<file path="config.mk">
export PLATFORM = sky130hd
export DESIGN_NAME = la_readout_serializer
export DESIGN_NICKNAME = d
export VERILOG_FILES = /design/src/rtl/la_readout_serializer_pkg.sv /design/src/rtl/la_readout_serializer_word_shifter.sv /design/src/rtl/la_readout_serializer.sv
export SDC_FILE = /design/constraint.sdc
export NUM_CORES = 1
export LEC_CHECK = 0
export CORE_UTILIZATION = 45
export CTS_CLUSTER_SIZE = 20
export DETAILED_ROUTE_END_ITERATION = 8
export GPL_TIMING_DRIVEN = 0
export PLACE_DENSITY = 0.7
export SYNTH_ARGS = -nofsm -noshare
export SYNTH_HDL_FRONTEND = slang
export SYNTH_SLANG_ARGS = --single-unit
export TNS_END_PERCENT = 5
</file>
<file path="constraint.sdc">
create_clock -name clk -period 3.4 [get_ports clk]
set_clock_uncertainty 0.1 [all_clocks]
set_input_delay 0.34 -clock clk [delete_from_list [all_inputs] [get_ports clk]]
set_output_delay 0.34 -clock clk [all_outputs]
set_load 0.02 [all_outputs]
</file>
<file path="src/rtl/la_readout_serializer_pkg.sv">
// ============================================================================
// Module      : la_readout_serializer_pkg
// Description : Shared frame constants, FSM state type and sizing helper for
//               the capture-buffer readout serializer.
// Revision    : 1.0 - initial release
// ============================================================================
`default_nettype none

package la_readout_serializer_pkg;

    localparam logic [7:0] FRAME_HEADER = 8'hA5;

    typedef enum logic [2:0] {
        IDLE    = 3'd0,
        HEADER  = 3'd1,
        WAIT    = 3'd2,
        SEND    = 3'd3,
        TRAILER = 3'd4
    } state_t;

    function automatic int bytes_per_word(input int data_width);
        return data_width / 8;
    endfunction

endpackage

`default_nettype wire

</file>
<file path="src/rtl/la_readout_serializer_word_shifter.sv">
// ============================================================================
// Module      : la_word_shifter
// Description : Parallel-load, shift-left-by-8 word register with byte counter
//               and last-byte flag.
// Revision    : 1.0 - initial release
// ============================================================================
`default_nettype none

module la_word_shifter
    import la_readout_serializer_pkg::*;
#(
    parameter int DATA_WIDTH = 128
) (
    input  logic                  clk,
    input  logic                  rst,
    input  logic                  i_load,
    input  logic [DATA_WIDTH-1:0] i_data,
    input  logic                  i_shift,
    output logic [7:0]            o_next_byte,
    output logic                  o_last_byte
);

    localparam int BYTES_PER_WORD = bytes_per_word(DATA_WIDTH);
    localparam int CNT_W          = (BYTES_PER_WORD > 1) ? $clog2(BYTES_PER_WORD) : 1;

    logic [DATA_WIDTH-1:0] r_shift;
    logic [CNT_W-1:0]      r_byte_idx;
    logic [DATA_WIDTH-1:0] w_shifted;

    // The byte that becomes the head after the current head is consumed.
    assign w_shifted   = r_shift << 8;
    assign o_next_byte = w_shifted[DATA_WIDTH-1 -: 8];
    assign o_last_byte = (r_byte_idx == CNT_W'(BYTES_PER_WORD - 1));

    always_ff @(posedge clk) begin
        if (rst) begin
            r_shift    <= '0;
            r_byte_idx <= '0;
        end else if (i_load) begin
            r_shift    <= i_data;
            r_byte_idx <= '0;
        end else if (i_shift) begin
            r_shift    <= w_shifted;
            r_byte_idx <= r_byte_idx + 1'b1;
        end
    end

endmodule

`default_nettype wire

</file>
<file path="src/rtl/la_readout_serializer.sv">
// ============================================================================
// Module      : la_readout_serializer
// Description : Dumps the capture buffer as a framed byte stream
//               (header, words MSB-first, XOR checksum) over valid/ready.
// Revision    : 1.0 - initial release
// ============================================================================
`default_nettype none

module la_readout_serializer
    import la_readout_serializer_pkg::*;
#(
    parameter int DATA_WIDTH   = 128,
    parameter int ADDR_WIDTH   = 9,
    parameter int DEPTH        = 512,
    parameter int READ_LATENCY = 1
) (
    input  logic                  clk,
    input  logic                  rst,
    input  logic                  i_capture_done,
    input  logic                  i_start,
    output logic [ADDR_WIDTH-1:0] o_read_addr,
    input  logic [DATA_WIDTH-1:0] i_read_data,
    output logic [7:0]            o_tx_data,
    output logic                  o_tx_valid,
    input  logic                  i_tx_ready,
    output logic                  o_busy,
    output logic                  o_done
);

    localparam int LAT_W = $clog2(READ_LATENCY + 1);

    state_t                r_state;
    logic [ADDR_WIDTH-1:0] r_addr;
    logic [7:0]            r_csum;
    logic [LAT_W-1:0]      r_lat_cnt;

    logic                  w_accept;
    logic                  w_load;
    logic                  w_shift;
    logic [7:0]            w_next_byte;
    logic                  w_last_byte;

    assign w_accept = o_tx_valid && i_tx_ready;
    assign w_load   = (r_state == WAIT) && (r_lat_cnt == LAT_W'(READ_LATENCY - 1));
    assign w_shift  = (r_state == SEND) && w_accept;

    la_word_shifter #(
        .DATA_WIDTH (DATA_WIDTH)
    ) u_word_shifter (
        .clk         (clk),
        .rst         (rst),
        .i_load      (w_load),
        .i_data      (i_read_data),
        .i_shift     (w_shift),
        .o_next_byte (w_next_byte),
        .o_last_byte (w_last_byte)
    );

    always_ff @(posedge clk) begin
        if (rst) begin
            r_state     <= IDLE;
            r_addr      <= '0;
            r_csum      <= '0;
            r_lat_cnt   <= '0;
            o_read_addr <= '0;
            o_tx_data   <= '0;
            o_tx_valid  <= 1'b0;
            o_busy      <= 1'b0;
            o_done      <= 1'b0;
        end else begin
            o_done <= 1'b0;
            case (r_state)
                IDLE: begin
                    // busy lingers through the done cycle so a start there is dropped
                    o_busy <= 1'b0;
                    if (i_start && i_capture_done && !o_busy) begin
                        r_csum     <= '0;
                        r_addr     <= '0;
                        o_busy     <= 1'b1;
                        o_tx_data  <= FRAME_HEADER;
                        o_tx_valid <= 1'b1;
                        r_state    <= HEADER;
                    end
                end
                HEADER: begin
                    if (w_accept) begin
                        o_tx_valid  <= 1'b0;
                        o_read_addr <= r_addr;
                        r_lat_cnt   <= '0;
                        r_state     <= WAIT;
                    end
                end
                WAIT: begin
                    if (w_load) begin
                        o_tx_data  <= i_read_data[DATA_WIDTH-1 -: 8];
                        o_tx_valid <= 1'b1;
                        r_state    <= SEND;
                    end else begin
                        r_lat_cnt <= r_lat_cnt + 1'b1;
                    end
                end
                SEND: begin
                    if (w_accept) begin
                        r_csum <= r_csum ^ o_tx_data;
                        if (!w_last_byte) begin
                            o_tx_data <= w_next_byte;
                        end else if (r_addr == ADDR_WIDTH'(DEPTH - 1)) begin
                            o_tx_data <= r_csum ^ o_tx_data;
                            r_state   <= TRAILER;
                        end else begin
                            r_addr      <= r_addr + 1'b1;
                            o_read_addr <= r_addr + 1'b1;
                            o_tx_valid  <= 1'b0;
                            r_lat_cnt   <= '0;
                            r_state     <= WAIT;
                        end
                    end
                end
                TRAILER: begin
                    if (w_accept) begin
                        o_tx_valid <= 1'b0;
                        o_done     <= 1'b1;
                        r_state    <= IDLE;
                    end
                end
                default: begin
                    r_state <= IDLE;
                end
            endcase
        end
    end

endmodule

`default_nettype wire

</file>
==> results of run 1 <==
-- area by class of cell --
class	instances	area (sq um)
Fill cell	1553	7352
Multi-Input combinational cell	706	4466
Sequential cell	165	3303
Timing Repair Buffer	151	1511
Buffer	86	454.2
Clock buffer	20	436.7
Tap cell	229	286.5
Clock inverter	12	128.9
Inverter	6	22.52
Antenna cell	1	2.502
-- power by group --
| part | total, mW | switching (mW) | leakage, nW | internal (mW) |
|---|---|---|---|---|
| sequential | 2.48 | 0.218 | 1.35 | 2.26 |
| clock | 1.89 | 0.811 | 0.271 | 1.08 |
| combinational | 1.65 | 0.899 | 1.87 | 0.756 |
| total | 6.03 | 1.93 | 3.48 | 4.10 |
-- how the worst min path moves through the flow --
stage / from / end / slack [ns] / cells after the start
global route: i_read_data[1] / u_word_shifter.r_shift[1] / 0.35 / 3
detailed placement: u_word_shifter.r_shift[0] / u_word_shifter.r_shift[0] / 0.36 / 2
finish: i_read_data[0] / u_word_shifter.r_shift[0] / 0.36 / 3
floorplan: u_word_shifter.r_shift[0] / u_word_shifter.r_shift[0] / 0.35 / 2
CTS: i_read_data[1] / u_word_shifter.r_shift[1] / 0.35 / 3
global placement: u_word_shifter.r_shift[0] / u_word_shifter.r_shift[0] / 0.35 / 2
-- placed cells by master, fill, tap and decap left out, drive strengths merged, types with 3 or more instances in the layout --
master | netlist | layout
nand2 | 247 | 247
dfxtp | 165 | 165
clkdlybuf4s50 | 0 | 151
nor2 | 138 | 138
a311oi | 113 | 113
clkbuf | 48 | 68
a21oi | 38 | 38
buf | 38 | 38
nand3 | 21 | 21
a211oi | 21 | 21
o21ai | 18 | 18
nor3 | 14 | 14
a31oi | 14 | 14
nand3b | 10 | 10
or3 | 10 | 10
inv | 5 | 8
and3 | 6 | 6
a21o | 5 | 5
xnor2 | 5 | 5
o32ai | 5 | 5
clkinv | 1 | 5
a22oi | 4 | 4
and2 | 4 | 4
ha | 4 | 4
nor4 | 3 | 3
xor2 | 3 | 3
clkinvlp | 0 | 3
-- worst reg2reg max path: cells and delay by family, from the launching register on --
kind            cells  cell delay [ns]
buf+inv             1             0.33
simple gates        5             1.00
compound gates      2             0.68
flops               1             0.36
fa+ha+maj           2             0.57
-- state kept, by name, indices dropped and copies added (netlist names) --
| register | flops |
|---|---|
| o_tx_valid | 1 |
| r_state | 3 |
| u_word_shifter.r_byte_idx | 4 |
| r_csum | 8 |
| o_tx_data | 8 |
| o_read_addr | 9 |
| u_word_shifter.r_shift | 120 |
| r_addr | 9 |
| o_done | 1 |
| o_busy | 1 |
| r_lat_cnt | 1 |
-- routing by layer --
metal / share of wire [%] / GRT usage (%)
met1: 45 / 33.30
met2: 46 / 41.02
met3: 6.9 / 4.967
met5: 0.043 / 0
met4: 1.8 / 8.486
-- kinds of logic after synthesis --
kind of cell | after synthesis | share of synthesized area, %
simple gates | 465 | 23.44
xor+xnor | 8 | 0.8498
fa+ha+maj | 4 | 0.6070
buf+inv | 92 | 5.782
flops | 165 | 40.06
mux | 1 | 0.1214
compound gates | 228 | 29.14
-- stage by stage --
step                      cell area (sq um)  setup slack (ns)  power, mW
final                                 10610            0.2757      6.031
after global routing                  10610           0.01852      6.312
after CTS                             10610            0.2861      6.028
after detailed placement              10040            0.3655      4.151
after global placement                10040            0.3603      4.127
after floorplan                        8245            0.9432      3.614
==> results_dict.tcl, run 1 <==
set metrics [dict create \
    vdd_drop_max_uv 402.2 \
    gp_congestion 0.8840 \
    synth_ff_type "dfxtp_1" \
    drc 0 \
    initial_core_util_pct 45.90 \
    hold_viol 0 \
    grt_max_degree 17 \
    crit_path_end "o_read_addr[4]" \
    path_cells "ha_1 -> nand3_1 -> nor2_1 -> and3_1 -> ha_1 -> nand4b_1 -> a21oi_2 -> buf_2 -> nor2_1 -> a211oi_1" \
    p_leak_nw 3.484 \
    portBuffers 151 \
    wire_per_inst_microns 16.94 \
    status "finished, final reports clean" \
    fp.dieH_microns 137.4 \
    wirelength_mm 23.31 \
    yosysTopAreaCellShare_pct 40.06 \
    cpLargestDelayFamily "simple AND/OR/NAND/NOR gates" \
    slew_violations 0 \
    htreeDepth 4 \
    crit_start "r_addr[0]" \
    worstMarginPinSlew_ns 0.8254 \
    postCtsSetupBuffers 0 \
    dp_hpwl_mm 16.62 \
    fmax_ghz 0.3201 \
    clock_tree.root_cell "clkbuf_16" \
    relSlewSlack_pct 44.97 \
    cp_max_fo 10 \
    crit_arrival_ns 3.37 \
    drt_iter0_markers 625 \
    min_path_type "in2reg" \
    yosys-top-cells-area "dfxtp_1 40%, a311oi_2 20%, nand2_1 11%" \
    r2r_start "r_addr[0]" \
    syn_inst 963 \
    cts_buffers 17 \
    nets 1270 \
    grt_first_pass_wirelength_mm 36.77 \
    syn_area_sq_um 8245 \
    syn_area_per_cell_sq_um 8.562 \
    cpPeakStageDelay_ns 0.49 \
    min_period_ns 3.124 \
    cts_sinks 165 \
    first_global_vias 7271 \
    crit_slowest_cell "a21oi_2" \
    maxCapViolations 0 \
    core-area_sq_um 17960 \
    hold_slack_ns 0.3623 \
    cts-resized-gates 0 \
    critical_path_required_ns 3.65 \
    synthArstFlopShare_pct 0 \
    die_area_sq_um 18870 \
    tns_ns 0 \
    gr-total-overflow 0 \
    synth_edf_count 0 \
    ctsHoldBuffers 0 \
    vias 7678 \
    synth_fp_nets 1100 \
    ys_seq_area_share_pct 40.06 \
    end_kind "flop" \
    yosysWarnings 0 \
    clk_path_buf_depth 2 \
    synth_common_cells "247 x nand2_1, 165 x dfxtp_1, 137 x nor2_1, 110 x a311oi_2, 48 x clkbuf_1" \
    final_cells 1376 \
    critPathLaunchType "flop" \
    yosysUniqueCellTypes 47 \
    place_inst 1343 \
    final_util_pct 59.07 \
    drt_first_pass_iters 7 \
    rsz0062_at_grt "no" \
    yosysMostFrequentCell "nand2_1" \
    area_growth_pct 28.69 \
    critPathBufInv 1 \
    r2r_cells 10 \
    reg2reg_slack_ns 0.28 \
    reg2reg_to "o_read_addr[4]" \
    clk_pin_slew_ns 0.06 \
    path_depth 10 \
    ant_nets 0 \
    finalCritPeriodShare_pct 91.89 \
    track_usage_pct 25.23 \
    p_per_area_nw_per_um2 568.4 \
    die_w_microns 137.4 \
    rows 49 \
    antenna_found_initial 2 \
    boundaryPins 153 \
    cts_tree "done" \
    layout-drive-gt1-share_pct 15.79 \
    synth_top_area_cell "dfxtp_1" \
    setup.worst_path.class "reg2reg" \
    setup_violations 0 \
    vias_per_cell 5.580 \
    synth_seq_cells 165 \
    insertion_delay_ns 0.43 \
]
Power figures use the tool's default switching activity.
==> inputs of run 2 (changes only) <==
--- a/config.mk
+++ b/config.mk
@@ -5,10 +5,12 @@
 export SDC_FILE = /design/constraint.sdc
 export NUM_CORES = 1
 export LEC_CHECK = 0
+export CAP_MARGIN = 0
 export CORE_UTILIZATION = 45
 export CTS_CLUSTER_SIZE = 20
 export DETAILED_ROUTE_END_ITERATION = 8
 export GPL_TIMING_DRIVEN = 0
+export MAX_ROUTING_LAYER = met4
 export PLACE_DENSITY = 0.7
 export SYNTH_ARGS = -nofsm -noshare
 export SYNTH_HDL_FRONTEND = slang
==> results_dict.tcl, run 2 (synthesized netlist as in run 1, its figures left out) <==
set metrics [dict create \
    layout-drive-gt1-share_pct 15.79 \
    largest_reg_flops 120 \
    boundaryPins 153 \
    reg_top3 "u_word_shifter.r_shift (120), o_read_addr (9), r_addr (9)" \
    layout_commonest_cell "nand2_1" \
    die_area_sq_um 18870 \
    finalCritPeriodShare_pct 91.95 \
    layout_common_cells "247 x nand2_1, 165 x dfxtp_1, 151 x clkdlybuf4s50_1" \
    fmax_ghz 0.3199 \
    finalPower_mw 6.033 \
    p_leak_nw 3.484 \
    nets 1270 \
    post-place-ws_ns 0.3655 \
    die_w_microns 137.4 \
    clk_path_buf_depth 2 \
    gr-total-overflow 0 \
    fin_ws_ns 0.2739 \
    slew_violations 0 \
    gp_congestion 0.8987 \
    regArea_sq_um 3303 \
    first_global_vias 7275 \
    track_usage_pct 25.97 \
    end_kind "flop" \
    fill_cells 1553 \
    stdcell_area_sq_um 10610 \
    antenna_found_initial 2 \
    ctsHoldBuffers 0 \
    multiInputGateArea_sq_um 4466 \
    status "finished, final reports clean" \
    cts_sinks 165 \
    vdd_drop_max_uv 403.5 \
    portBuffers 151 \
    cts-resized-gates 0 \
    worstMarginPinSlew_ns 0.8241 \
    critical_path_required_ns 3.65 \
    tns_ns 0 \
    clock_tree.root_cell "clkbuf_16" \
    vias_per_cell 5.558 \
    dp_hpwl_mm 16.62 \
    setup.worst_path.class "reg2reg" \
    hold_viol 0 \
    min_path_type "in2reg" \
    cts_buffers 17 \
    area_growth_pct 28.72 \
    postPlaceCellArea_sq_um 10040 \
    reg2reg_slack_ns 0.27 \
    fp.dieH_microns 137.4 \
    htreeDepth 4 \
    drt_iter0_markers 570 \
    crit_arrival_ns 3.38 \
    wirelength_mm 23.29 \
    drc 0 \
    critPathLaunchType "flop" \
    maxCapViolations 0 \
    rows 49 \
    max_flop_register "u_word_shifter.r_shift" \
    cp_max_fo 10 \
    p_per_area_nw_per_um2 568.4 \
    cpPeakStageDelay_ns 0.49 \
    drt_first_pass_iters 5 \
    vias 7654 \
    initial_core_util_pct 45.90 \
    grt_max_degree 17 \
    setup_violations 0 \
    relSlewSlack_pct 45.06 \
    path_cells "ha_1 -> nand3_1 -> nor2_1 -> and3_1 -> ha_1 -> nand4b_1 -> a21oi_2 -> buf_2 -> nor2_1 -> a211oi_1" \
    cts_tree "done" \
    wire_per_inst_microns 16.92 \
    core-area_sq_um 17960 \
    ant_nets 0 \
    insertion_delay_ns 0.43 \
    min_period_ns 3.126 \
    grt_first_pass_wirelength_mm 36.74 \
    clk_pin_slew_ns 0.07 \
    rsz0062_at_grt "no" \
    crit_slowest_cell "a21oi_2" \
    postCtsSetupBuffers 0 \
]
-- run 2: cell count changes in the layout (fill, tap and decap cells not counted) --
cell and delta:
diode_2 +1
-- run 2: critical path, delay by kind of cell (launching register included) --
kind,cells,cell delay (ns)
and+or+nand+nor,5,1.00
AOI/OAI and AO/OA,2,0.68
adders and majority gates,2,0.57
buffers and inverters,1,0.33
DFF,1,0.36
-- run 2: metrics by stage --
step	hold WS (ns)	std cells	utilization, %
2_1_floorplan	0.3481	963	-
3_3_place_gp	0.3537	1343	55.91
3_5_place_dp	0.3587	1343	55.91
4_1_cts	0.3494	1375	59.06
5_1_grt	0.3477	1377	59.09
6_report	0.3615	1377	59.09
-- run 2: final cells by class --
| cell class | count | share of cell area (%) |
|---|---|---|
| Antenna cell | 2 | 0.04715 |
| Buffer | 86 | 4.279 |
| Clock buffer | 20 | 4.114 |
| Clock inverter | 12 | 1.214 |
| Inverter | 6 | 0.2122 |
| Multi-Input combinational cell | 706 | 42.07 |
| Sequential cell | 165 | 31.12 |
| Tap cell | 229 | 2.700 |
| Timing Repair Buffer | 151 | 14.24 |
-- run 2: path summary, 6_finish.rpt --
| kind | start | endpoint | depth (start not counted) |
|---|---|---|---|
| worst min register to register | u_word_shifter.r_shift[0] | u_word_shifter.r_shift[0] | 2 |
| worst min-delay path | i_read_data[0] | u_word_shifter.r_shift[0] | 3 |
| worst max register to register | r_addr[0] | o_read_addr[4] | 10 |
| worst max-delay path | r_addr[0] | o_read_addr[4] | 10 |
-- run 2: layer usage --
| layer | wire [microns] | GRT usage, % | up-vias |
|---|---|---|---|
| li1 | - | - | 3795 |
| met1 | 10680 | 33.21 | 3569 |
| met2 | 10790 | 41.13 | 253 |
| met3 | 1419 | 4.857 | 37 |
| met4 | 401 | 8.669 | 0 |
| met5 | 0 | - | - |
-- run 2: power by group --
part / internal [mW] / leakage (nW) / switching, mW
Clock: 1.08 / 0.271 / 0.813
Combinational: 0.756 / 1.87 / 0.900
Sequential: 2.26 / 1.35 / 0.217
